**src/rtl/sd_fifo_sched_if.sv**
```systemverilog
// SD sector scheduler bus: FIFO flags/strobes and shared SD port.
// master = scheduler side, slave = FIFO/SD side.
interface sd_fifo_sched_if;
  logic        sd_init_done;
  logic        play_en;
  logic        prog_full_save;
  logic        empty_save;
  logic        prog_empty_read;
  logic        full_read;
  logic        fifo_rd_req_save;
  logic        fifo_wr_req_read;
  logic        sd_wr_start_en;
  logic [31:0] sd_wr_sec_addr;
  logic        sd_wr_busy;
  logic        sd_wr_req;
  logic        sd_rd_start_en;
  logic [31:0] sd_rd_sec_addr;
  logic        sd_rd_busy;
  logic        sd_rd_val_en;
  logic [10:0] sec_avail;
  logic        err_flag;

  modport master (
    input  sd_init_done, play_en, prog_full_save, empty_save,
    input  prog_empty_read, full_read,
    input  sd_wr_busy, sd_wr_req, sd_rd_busy, sd_rd_val_en,
    output fifo_rd_req_save, fifo_wr_req_read,
    output sd_wr_start_en, sd_wr_sec_addr,
    output sd_rd_start_en, sd_rd_sec_addr,
    output sec_avail, err_flag
  );

  modport slave (
    output sd_init_done, play_en, prog_full_save, empty_save,
    output prog_empty_read, full_read,
    output sd_wr_busy, sd_wr_req, sd_rd_busy, sd_rd_val_en,
    input  fifo_rd_req_save, fifo_wr_req_read,
    input  sd_wr_start_en, sd_wr_sec_addr,
    input  sd_rd_start_en, sd_rd_sec_addr,
    input  sec_avail, err_flag
  );
endinterface

```
**src/rtl/sd_fifo_sched.sv**
```systemverilog
// SD card sector scheduler: moves save-FIFO sectors into a ring on
// the card and plays them back into the read FIFO, one at a time.
module sd_fifo_sched #(
  parameter int          SEC_WORDS = 256,
  parameter logic [31:0] WR_BASE   = 32'd16384,
  parameter int          RING_SECS = 1024
) (
  input  logic            clk_50m,
  input  logic            rst_n,
  sd_fifo_sched_if.master bus
);

  localparam int          CW        = $clog2(SEC_WORDS + 1) + 1;
  localparam logic [31:0] WR_LAST   = WR_BASE + 32'(RING_SECS) - 32'd1;
  localparam logic [10:0] RING_FULL = 11'(RING_SECS);
  localparam logic [CW-1:0] SEC_CNT = CW'(SEC_WORDS);

  typedef enum logic [2:0] {
    IDLE, WR_START, WR_WAIT, WR_XFER,
    RD_START, RD_WAIT, RD_XFER
  } state_t;

  state_t        state, state_nxt;
  logic          last_rd;
  logic [31:0]   wr_ptr, rd_ptr;
  logic [10:0]   avail;
  logic [CW-1:0] cnt, cnt_add;
  logic          err;
  logic          wr_pend, rd_pend;
  logic          st_wr, st_rd, pop, push;
  logic          word_inc, wr_done, rd_done;

  function automatic logic [31:0] nxt_ptr(input logic [31:0] p);
    return (p == WR_LAST) ? WR_BASE : p + 32'd1;
  endfunction

  assign wr_pend = bus.sd_init_done & bus.prog_full_save;
  assign rd_pend = bus.sd_init_done & bus.play_en &
                   bus.prog_empty_read & (avail != 11'd0);

  assign cnt_add = (word_inc && cnt != '1) ? cnt + CW'(1) : cnt;

  assign bus.fifo_rd_req_save = pop;
  assign bus.fifo_wr_req_read = push;
  assign bus.sd_wr_start_en   = st_wr;
  assign bus.sd_rd_start_en   = st_rd;
  assign bus.sd_wr_sec_addr   = wr_ptr;
  assign bus.sd_rd_sec_addr   = rd_ptr;
  assign bus.sec_avail        = avail;
  assign bus.err_flag         = err;

  // State register
  always_ff @(posedge clk_50m or negedge rst_n) begin
    if (!rst_n) state <= IDLE;
    else        state <= state_nxt;
  end

  // Next state, arbitration and transfer strobes
  always_comb begin
    state_nxt = state;
    st_wr     = 1'b0;
    st_rd     = 1'b0;
    pop       = 1'b0;
    push      = 1'b0;
    word_inc  = 1'b0;
    wr_done   = 1'b0;
    rd_done   = 1'b0;
    unique case (state)
      IDLE: begin
        if (wr_pend && (!rd_pend || last_rd)) state_nxt = WR_START;
        else if (rd_pend)                     state_nxt = RD_START;
      end
      WR_START: begin
        st_wr     = 1'b1;
        state_nxt = WR_WAIT;
      end
      WR_WAIT: if (bus.sd_wr_busy) state_nxt = WR_XFER;
      WR_XFER: begin
        pop      = bus.sd_wr_req;
        word_inc = bus.sd_wr_req;
        if (!bus.sd_wr_busy) begin
          wr_done   = 1'b1;
          state_nxt = IDLE;
        end
      end
      RD_START: begin
        st_rd     = 1'b1;
        state_nxt = RD_WAIT;
      end
      RD_WAIT: if (bus.sd_rd_busy) state_nxt = RD_XFER;
      RD_XFER: begin
        push     = bus.sd_rd_val_en & ~bus.full_read;
        word_inc = bus.sd_rd_val_en;
        if (!bus.sd_rd_busy) begin
          rd_done   = 1'b1;
          state_nxt = IDLE;
        end
      end
      default: state_nxt = IDLE;
    endcase
  end

  // Grant history, word count, ring pointers and sticky error
  always_ff @(posedge clk_50m or negedge rst_n) begin
    if (!rst_n) begin
      last_rd <= 1'b1;
      cnt     <= '0;
      wr_ptr  <= WR_BASE;
      rd_ptr  <= WR_BASE;
      avail   <= '0;
      err     <= 1'b0;
    end else begin
      if (state == IDLE && state_nxt == WR_START) last_rd <= 1'b0;
      if (state == IDLE && state_nxt == RD_START) last_rd <= 1'b1;
      if (st_wr || st_rd) cnt <= '0;
      else                cnt <= cnt_add;
      if (state == WR_XFER && bus.sd_wr_req && bus.empty_save)
        err <= 1'b1;
      if (state == RD_XFER && bus.sd_rd_val_en && bus.full_read)
        err <= 1'b1;
      if ((wr_done || rd_done) && cnt_add != SEC_CNT)
        err <= 1'b1;
      if (wr_done) begin
        wr_ptr <= nxt_ptr(wr_ptr);
        if (avail == RING_FULL) rd_ptr <= nxt_ptr(rd_ptr);
        else                    avail  <= avail + 11'd1;
      end
      if (rd_done) begin
        rd_ptr <= nxt_ptr(rd_ptr);
        avail  <= avail - 11'd1;
      end
    end
  end

endmodule

```
**src/flat_wrapper.sv**
```systemverilog
// flat-port wrapper written by rule: the top's interface ports become plain ports
module sd_fifo_sched_flat 
#(
  parameter int          SEC_WORDS = 256,
  parameter logic [31:0] WR_BASE   = 32'd16384,
  parameter int          RING_SECS = 1024
)
  (clk_50m, rst_n, bus_sd_init_done, bus_play_en, bus_prog_full_save, bus_empty_save, bus_prog_empty_read, bus_full_read, bus_sd_wr_busy, bus_sd_wr_req, bus_sd_rd_busy, bus_sd_rd_val_en, bus_fifo_rd_req_save, bus_fifo_wr_req_read, bus_sd_wr_start_en, bus_sd_wr_sec_addr, bus_sd_rd_start_en, bus_sd_rd_sec_addr, bus_sec_avail, bus_err_flag);
  sd_fifo_sched_if bus_i ();
  input  logic clk_50m;
  input  logic rst_n;
  input wire logic [$bits(bus_i.sd_init_done)-1:0] bus_sd_init_done;
  input wire logic [$bits(bus_i.play_en)-1:0] bus_play_en;
  input wire logic [$bits(bus_i.prog_full_save)-1:0] bus_prog_full_save;
  input wire logic [$bits(bus_i.empty_save)-1:0] bus_empty_save;
  input wire logic [$bits(bus_i.prog_empty_read)-1:0] bus_prog_empty_read;
  input wire logic [$bits(bus_i.full_read)-1:0] bus_full_read;
  input wire logic [$bits(bus_i.sd_wr_busy)-1:0] bus_sd_wr_busy;
  input wire logic [$bits(bus_i.sd_wr_req)-1:0] bus_sd_wr_req;
  input wire logic [$bits(bus_i.sd_rd_busy)-1:0] bus_sd_rd_busy;
  input wire logic [$bits(bus_i.sd_rd_val_en)-1:0] bus_sd_rd_val_en;
  output wire logic [$bits(bus_i.fifo_rd_req_save)-1:0] bus_fifo_rd_req_save;
  output wire logic [$bits(bus_i.fifo_wr_req_read)-1:0] bus_fifo_wr_req_read;
  output wire logic [$bits(bus_i.sd_wr_start_en)-1:0] bus_sd_wr_start_en;
  output wire logic [$bits(bus_i.sd_wr_sec_addr)-1:0] bus_sd_wr_sec_addr;
  output wire logic [$bits(bus_i.sd_rd_start_en)-1:0] bus_sd_rd_start_en;
  output wire logic [$bits(bus_i.sd_rd_sec_addr)-1:0] bus_sd_rd_sec_addr;
  output wire logic [$bits(bus_i.sec_avail)-1:0] bus_sec_avail;
  output wire logic [$bits(bus_i.err_flag)-1:0] bus_err_flag;
  assign bus_i.sd_init_done = bus_sd_init_done;
  assign bus_i.play_en = bus_play_en;
  assign bus_i.prog_full_save = bus_prog_full_save;
  assign bus_i.empty_save = bus_empty_save;
  assign bus_i.prog_empty_read = bus_prog_empty_read;
  assign bus_i.full_read = bus_full_read;
  assign bus_i.sd_wr_busy = bus_sd_wr_busy;
  assign bus_i.sd_wr_req = bus_sd_wr_req;
  assign bus_i.sd_rd_busy = bus_sd_rd_busy;
  assign bus_i.sd_rd_val_en = bus_sd_rd_val_en;
  assign bus_fifo_rd_req_save = bus_i.fifo_rd_req_save;
  assign bus_fifo_wr_req_read = bus_i.fifo_wr_req_read;
  assign bus_sd_wr_start_en = bus_i.sd_wr_start_en;
  assign bus_sd_wr_sec_addr = bus_i.sd_wr_sec_addr;
  assign bus_sd_rd_start_en = bus_i.sd_rd_start_en;
  assign bus_sd_rd_sec_addr = bus_i.sd_rd_sec_addr;
  assign bus_sec_avail = bus_i.sec_avail;
  assign bus_err_flag = bus_i.err_flag;
  sd_fifo_sched #(.SEC_WORDS(SEC_WORDS), .WR_BASE(WR_BASE), .RING_SECS(RING_SECS)) u_core (.clk_50m(clk_50m), .rst_n(rst_n), .bus(bus_i));
endmodule
```
**config.mk**
```make
export PLATFORM = sky130hd
export DESIGN_NAME = sd_fifo_sched_flat
export DESIGN_NICKNAME = d
export VERILOG_FILES = /design/src/rtl/sd_fifo_sched_if.sv /design/src/rtl/sd_fifo_sched.sv /design/src/flat_wrapper.sv
export SDC_FILE = /design/constraint.sdc
export NUM_CORES = 1
export LEC_CHECK = 0
export BUFFER_PORTS_ARGS = -buffer_cell sky130_fd_sc_hd__buf_2
export CAP_MARGIN = 20
export CORE_AREA = 2 2 102 104
export DETAILED_ROUTE_END_ITERATION = 12
export DIE_AREA = 0 0 104 106
export GPL_TIMING_DRIVEN = 0
export PLACE_DENSITY = 0.75
export SETUP_SLACK_MARGIN = 0.1
export SLEW_MARGIN = 10
export SYNTH_ARGS = -nofsm -noshare
export SYNTH_HDL_FRONTEND = slang
export SYNTH_SLANG_ARGS = --single-unit
export TNS_END_PERCENT = 20
```
**constraint.sdc**
```tcl
create_clock -name clk_50m -period 2.4 [get_ports clk_50m]
set_clock_uncertainty 0.05 [all_clocks]
set_input_delay 0.24 -clock clk_50m [delete_from_list [all_inputs] [get_ports clk_50m]]
set_output_delay 0.24 -clock clk_50m [all_outputs]
set_load 0.01 [all_outputs]
```
# Yosys cells after proc, flatten, opt, wreduce, memory -nomap -nowiden
# Cells that the tools add are included.
# Widths: inputs -> output; s select.
# word_totals
register_bits	90
output_inout_bits	80
word_cells	84
# classes
n_addsub	5
eq_ne	14
n_mux	31
n_bitwise	6
reduce_logical	21
# op_table
op	count
$mux 32	5
$add 32x1->32 const B	2
$eq 32x15->1 const B	2
$mux 11	3
$pmux 3 s7	1
$mux 10	2
$mux 3	6
$mux 1	13
$eq 3x3->1 const B	4
$add 11x1->11 const B	1
$eq 11x11->1 const B	1
$reduce_bool 11->1	1
$sub 11x1->11 const B	1
$add 10x1->10 const B	1
$ne 10x10->1 const B	1
$ne 10x9->1 const B	1
$logic_and 1x1->1	9
$eq 3x1->1 const B	2
$eq 3x2->1 const B	2
$reduce_bool 2->1	3
$and 1x1->1	5
$reduce_and 2->1	2
$logic_not 3->1	1
$logic_or 1x1->1	3
other kinds (5)	5

# Depth between registers and ports, before layout
# logic_depth
ltp_word	12
mapped_depth	11
ltp_nobuf	9

# Worst setup path before layout
# No wires, ideal clock.
# synth_timing
path_kind	reg2reg
startpoint	register u_core.state[1]
endpoint	register u_core.avail[10], in the netlist u_core.bus.sec_avail[10]
setup_time_ps	80
t_arrival_ps	2401
path_slack_ps	-131
stages_incl_launch_ff	11
path_buffers	2
cell_sequence	dfrtp_1 -> buf_2 -> and4bb_1 -> clkbuf_2 -> ha_1 -> and2_0 -> o21ai_0 -> nand3_1 -> a221oi_1 -> mux2i_1 -> xnor2_1
# synth_between
elab_chain_cells	4
word_cells_on_any_way	8
classes_between	3 x eq/ne; 3 x mux; 2 x reduce/logical
# synth_lines
element	line	rtl
from (decl)	sd_fifo_sched.sv:23	state_t state, state_nxt;
from (signal assigned)	sd_fifo_sched.sv:55	else state <= state_nxt;
$eq 3x3->1 / $eq 3x2->1 (equally long branches)	sd_fifo_sched.sv:68	unique case (state)
$mux 1	sd_fifo_sched.sv:68	
$ne 2x1->1 (no source line) / $reduce_bool 2->1 (equally long branches)	--	
$reduce_and 2->1 (no source line)	--	
to (signal assigned)	sd_fifo_sched.sv:126	else avail <= avail + 11'd1;
to (signal assigned)	sd_fifo_sched.sv:130	avail <= avail - 11'd1;
to (decl)	sd_fifo_sched.sv:26	logic [10:0] avail;
# Parallel ways exist; a longest one is shown, timed or not.
# A chain may end at the register's enable or synchronous reset.

# Worst setup path after layout
# layout_timing
startpoint	register u_core.state[0]
endpoint	register u_core.avail[8], in the netlist u_core.bus.sec_avail[8]
# Same word-level chain as after synthesis.

==> results.sh <==
export IMPL_internal_power_mw=2.73
export IMPL_clkTransAtPathRegs_ns=0.08
export IMPL_instances_no_fill=755
export IMPL_yosysSeqAreaShare_pct=46.4
export IMPL_grt_pass1_vias=3970
export IMPL_synth_edff_count=0
export IMPL_p_switching_mw=1.40
export IMPL_h_tree_depth=3
export IMPL_drt_iter0_drc=137
export IMPL_grt_setup_unrepaired="yes"
export IMPL_endpoint_kind="flip-flop"
export IMPL_cts_tree="done"
export IMPL_drv_slew=0
export IMPL_die_area_mm2=0.0110
export IMPL_critPathArrivalTime_ns=2.58
export IMPL_antenna_found_initial=0
export IMPL_start_util_pct=48.6
export IMPL_avgSynthCellArea_um2=9.73
export IMPL_grt_first_pass_wirelength_mm=18.7
export IMPL_drive_above_1_share_pct=25.2
export IMPL_switching_share_pct=33.9
export IMPL_hold_path_class="primary input to flip-flop"
export IMPL_tightest_slew_ns=0.485
export IMPL_syn2layout_area_growth_pct=22.8
export IMPL_clk_latency_ns=0.37
export IMPL_rrSetupSlack_ns=0.02
export IMPL_dp_cells=728
export IMPL_max_freq_ghz=0.421
export IMPL_nets=639
export IMPL_powerDensity_mw_per_mm2=692
export IMPL_hold_depth=3
export IMPL_synthCells=500
export IMPL_maxCapViolations=0
export IMPL_clock_path_buffers=2
export IMPL_grt_max_degree=58
export IMPL_setup_violations=0
export IMPL_async_reset_ff_share_pct=100
export IMPL_hold_violations=0
export IMPL_cts_root_buf="clkbuf_8"
export IMPL_dp_hpwl_mm=8.06
export IMPL_synthTopCellsByArea="dfrtp_1 45%, xnor2_1 7.4%, xor2_1 4.9%"
export IMPL_holdWs_ns=0.136
export IMPL_fp_dieW_um=104
export IMPL_max_slew_margin_rel_pct=67.7
export IMPL_hold_start="bus_sd_rd_busy"
export IMPL_pin_count=92
export IMPL_yosys_register_bits=90
export IMPL_die_y_um=106
export IMPL_grtUsageTotal_pct=20.7
export IMPL_p_seq_share_pct=46.1
export IMPL_p_leak_nw=2.91
export IMPL_gr_total_overflow=0
export IMPL_core_area_mm2=0.0100
export IMPL_syn_nets=525
export IMPL_cp_max_fo=8
export IMPL_ir_drop_mv=0.385
export IMPL_worstSetupStartpointType="flip-flop"
export IMPL_synth_largest_area_cell="dfrtp_1"
export IMPL_num_antenna_cells=0
export IMPL_syn_area_mm2=0.00486
export IMPL_wire_per_inst_um=14.9
export IMPL_drcViolationCount=0
export IMPL_min_period_over_period_pct=99.0
export IMPL_num_rows=37
export IMPL_synth_top_area_share_pct=44.8
export IMPL_cts_buffers=9
export IMPL_finish_utilization_pct=59.7
export IMPL_numPortBuffers=91
export IMPL_cts_sinks=90
export IMPL_final_common_cell="buf_2"
export IMPL_p_total_mw=4.14
export IMPL_period_needed_ns=2.38
export IMPL_wirelength_mm=11.2
export IMPL_p_comb_share_pct=28.3
export IMPL_hold_path_end="u_core.state[2]$_DFF_PN0_"
export IMPL_final_cell_mix="94 x buf_2, 87 x dfrtp_1, 52 x nand2_1"
export IMPL_r2r_cells=10
export IMPL_synth_ff_type="dfrtp_1"
export IMPL_reg2reg_from="u_core.state[0]$_DFF_PN0_"
export IMPL_dr_pass1_iters=4
export IMPL_pre_cts_ws_ns=-0.195
export IMPL_synthDistinctLibCells=62
export IMPL_required_ns=2.60
export IMPL_worst_r2r_endpoint="u_core.bus.sec_avail[8]$_DFFE_PN0P_"
export IMPL_via_per_inst=5.55
export IMPL_gp_congestion=0.888
export IMPL_drtAntennaViolNets=0
export IMPL_ys_warn_count=0
export IMPL_criticalPathCategory="flip-flop to flip-flop"
export IMPL_layout_setup_ws_ns=0.0237
export IMPL_power_frac_clock_pct=25.6
export IMPL_vias=4193
export IMPL_status="finished, final reports clean"
layout make-up:
cell class                 count  area (um2)
fill                         898        4030
multi-input combinational    384        2640
sequential                    90        2260
timing repair buffer         103         571
tap                          136         170
clock buffer                  14         163
buffer                        12        80.1
inverter                      14        57.6
clock inverter                 2        35.0
per-layer routing:
layer | up-vias | global-route usage (%) | wire (um)
li1 | 2034 | - | -
met1 | 2040 | 27.0 | 5010
met2 | 105 | 34.4 | 5540
met3 | 14 | 4.54 | 511
met4 | 0 | 6.76 | 161
met5 | - | 0 | 0
stage by stage:
stage	setup TNS, ns	instance area (um2)
floorplan	0	4900
global placement	-0.372	5530
detailed placement	-0.654	5560
CTS	0	5880
global route	-0.181	5970
finish	0	5970
registers in the layout, summed over array words and instances (netlist names):
register                   flops
u_core.bus.sec_avail          11
u_core.bus.sd_rd_sec_addr     32
u_core.bus.err_flag            1
u_core.bus.sd_wr_sec_addr     32
u_core.state                   3
u_core.last_rd                 1
u_core.cnt                    10
synthesized netlist by cell type, types with 6 or more instances:
master	instances
nor2_1	38
nand2_1	52
nand3_1	28
dfrtp_1	87
inv_1	13
nand4_1	22
and3_1	19
xnor2_1	41
and4_1	10
a21oi_1	10
nor3_1	13
ha_1	12
nand2b_1	6
o21ai_0	27
a31oi_1	6
xor2_1	27
nor4_1	12
cell families (layout without fill, tap and decap cells):
group                    count (synthesis)  count (layout)  share of synthesized area (%)
AND/OR/NAND/NOR                        228             228                           25.5
flip-flops                              90              90                           46.4
AO/OA/AOI/OAI                           71              71                           9.16
XOR/XNOR                                68              68                           12.2
buffers and inverters                   26             145                           2.39
adder cells (fa/ha/maj)                 13              13                           3.50
multiplexers                             4               4                          0.874
power groups by stage:
stage | sequential (mW) | clock, mW | combinational [mW]
after global placement | 1.91 | 0 | 1.02
after global routing | 1.94 | 1.16 | 1.32
final | 1.91 | 1.06 | 1.17
after floorplan | 1.94 | 0 | 0.646
after CTS | 1.90 | 1.09 | 1.15
after detailed placement | 1.92 | 0 | 1.06
worst max-delay path, stage by stage, from the launching register on:
cell	delay, ns
dfrtp_1	0.40
and4bb_1	0.32
buf_8	0.16
inv_6	0.04
fa_2	0.42
nor2b_4	0.14
o21a_1	0.14
o21ai_0	0.09
a21boi_1	0.16
xor2_1	0.08
mux2_2	0.25
worst max path at each step:
stage / startpoint / endpoint / slack, ns / depth (start not counted)
after floorplan: u_core.state[1]$_DFF_PN0_ / u_core.bus.sec_avail[8]$_DFFE_PN0P_ / 0.05 / 11
after global placement: u_core.state[1]$_DFF_PN0_ / u_core.bus.sec_avail[8]$_DFFE_PN0P_ / -0.16 / 11
after detailed placement: u_core.state[1]$_DFF_PN0_ / u_core.bus.sec_avail[8]$_DFFE_PN0P_ / -0.20 / 11
after CTS: u_core.state[0]$_DFF_PN0_ / u_core.bus.sec_avail[8]$_DFFE_PN0P_ / 0.07 / 10
after global routing: u_core.state[0]$_DFF_PN0_ / u_core.bus.sec_avail[8]$_DFFE_PN0P_ / -0.06 / 10
final: u_core.state[0]$_DFF_PN0_ / u_core.bus.sec_avail[8]$_DFFE_PN0P_ / 0.02 / 10
timing repair:
| action | CTS | global route |
|---|---|---|
| gates resized for setup | 17 | 15 |
| hold endpoints to repair | 32 | 0 |
| hold buffers | 1 | 0 |
| buffers inserted | 8 | 2 |
| pin swaps | 11 | 13 |
| setup endpoints to repair | 23 | 25 |
Note: power is estimated with default switching activity, not from simulation.
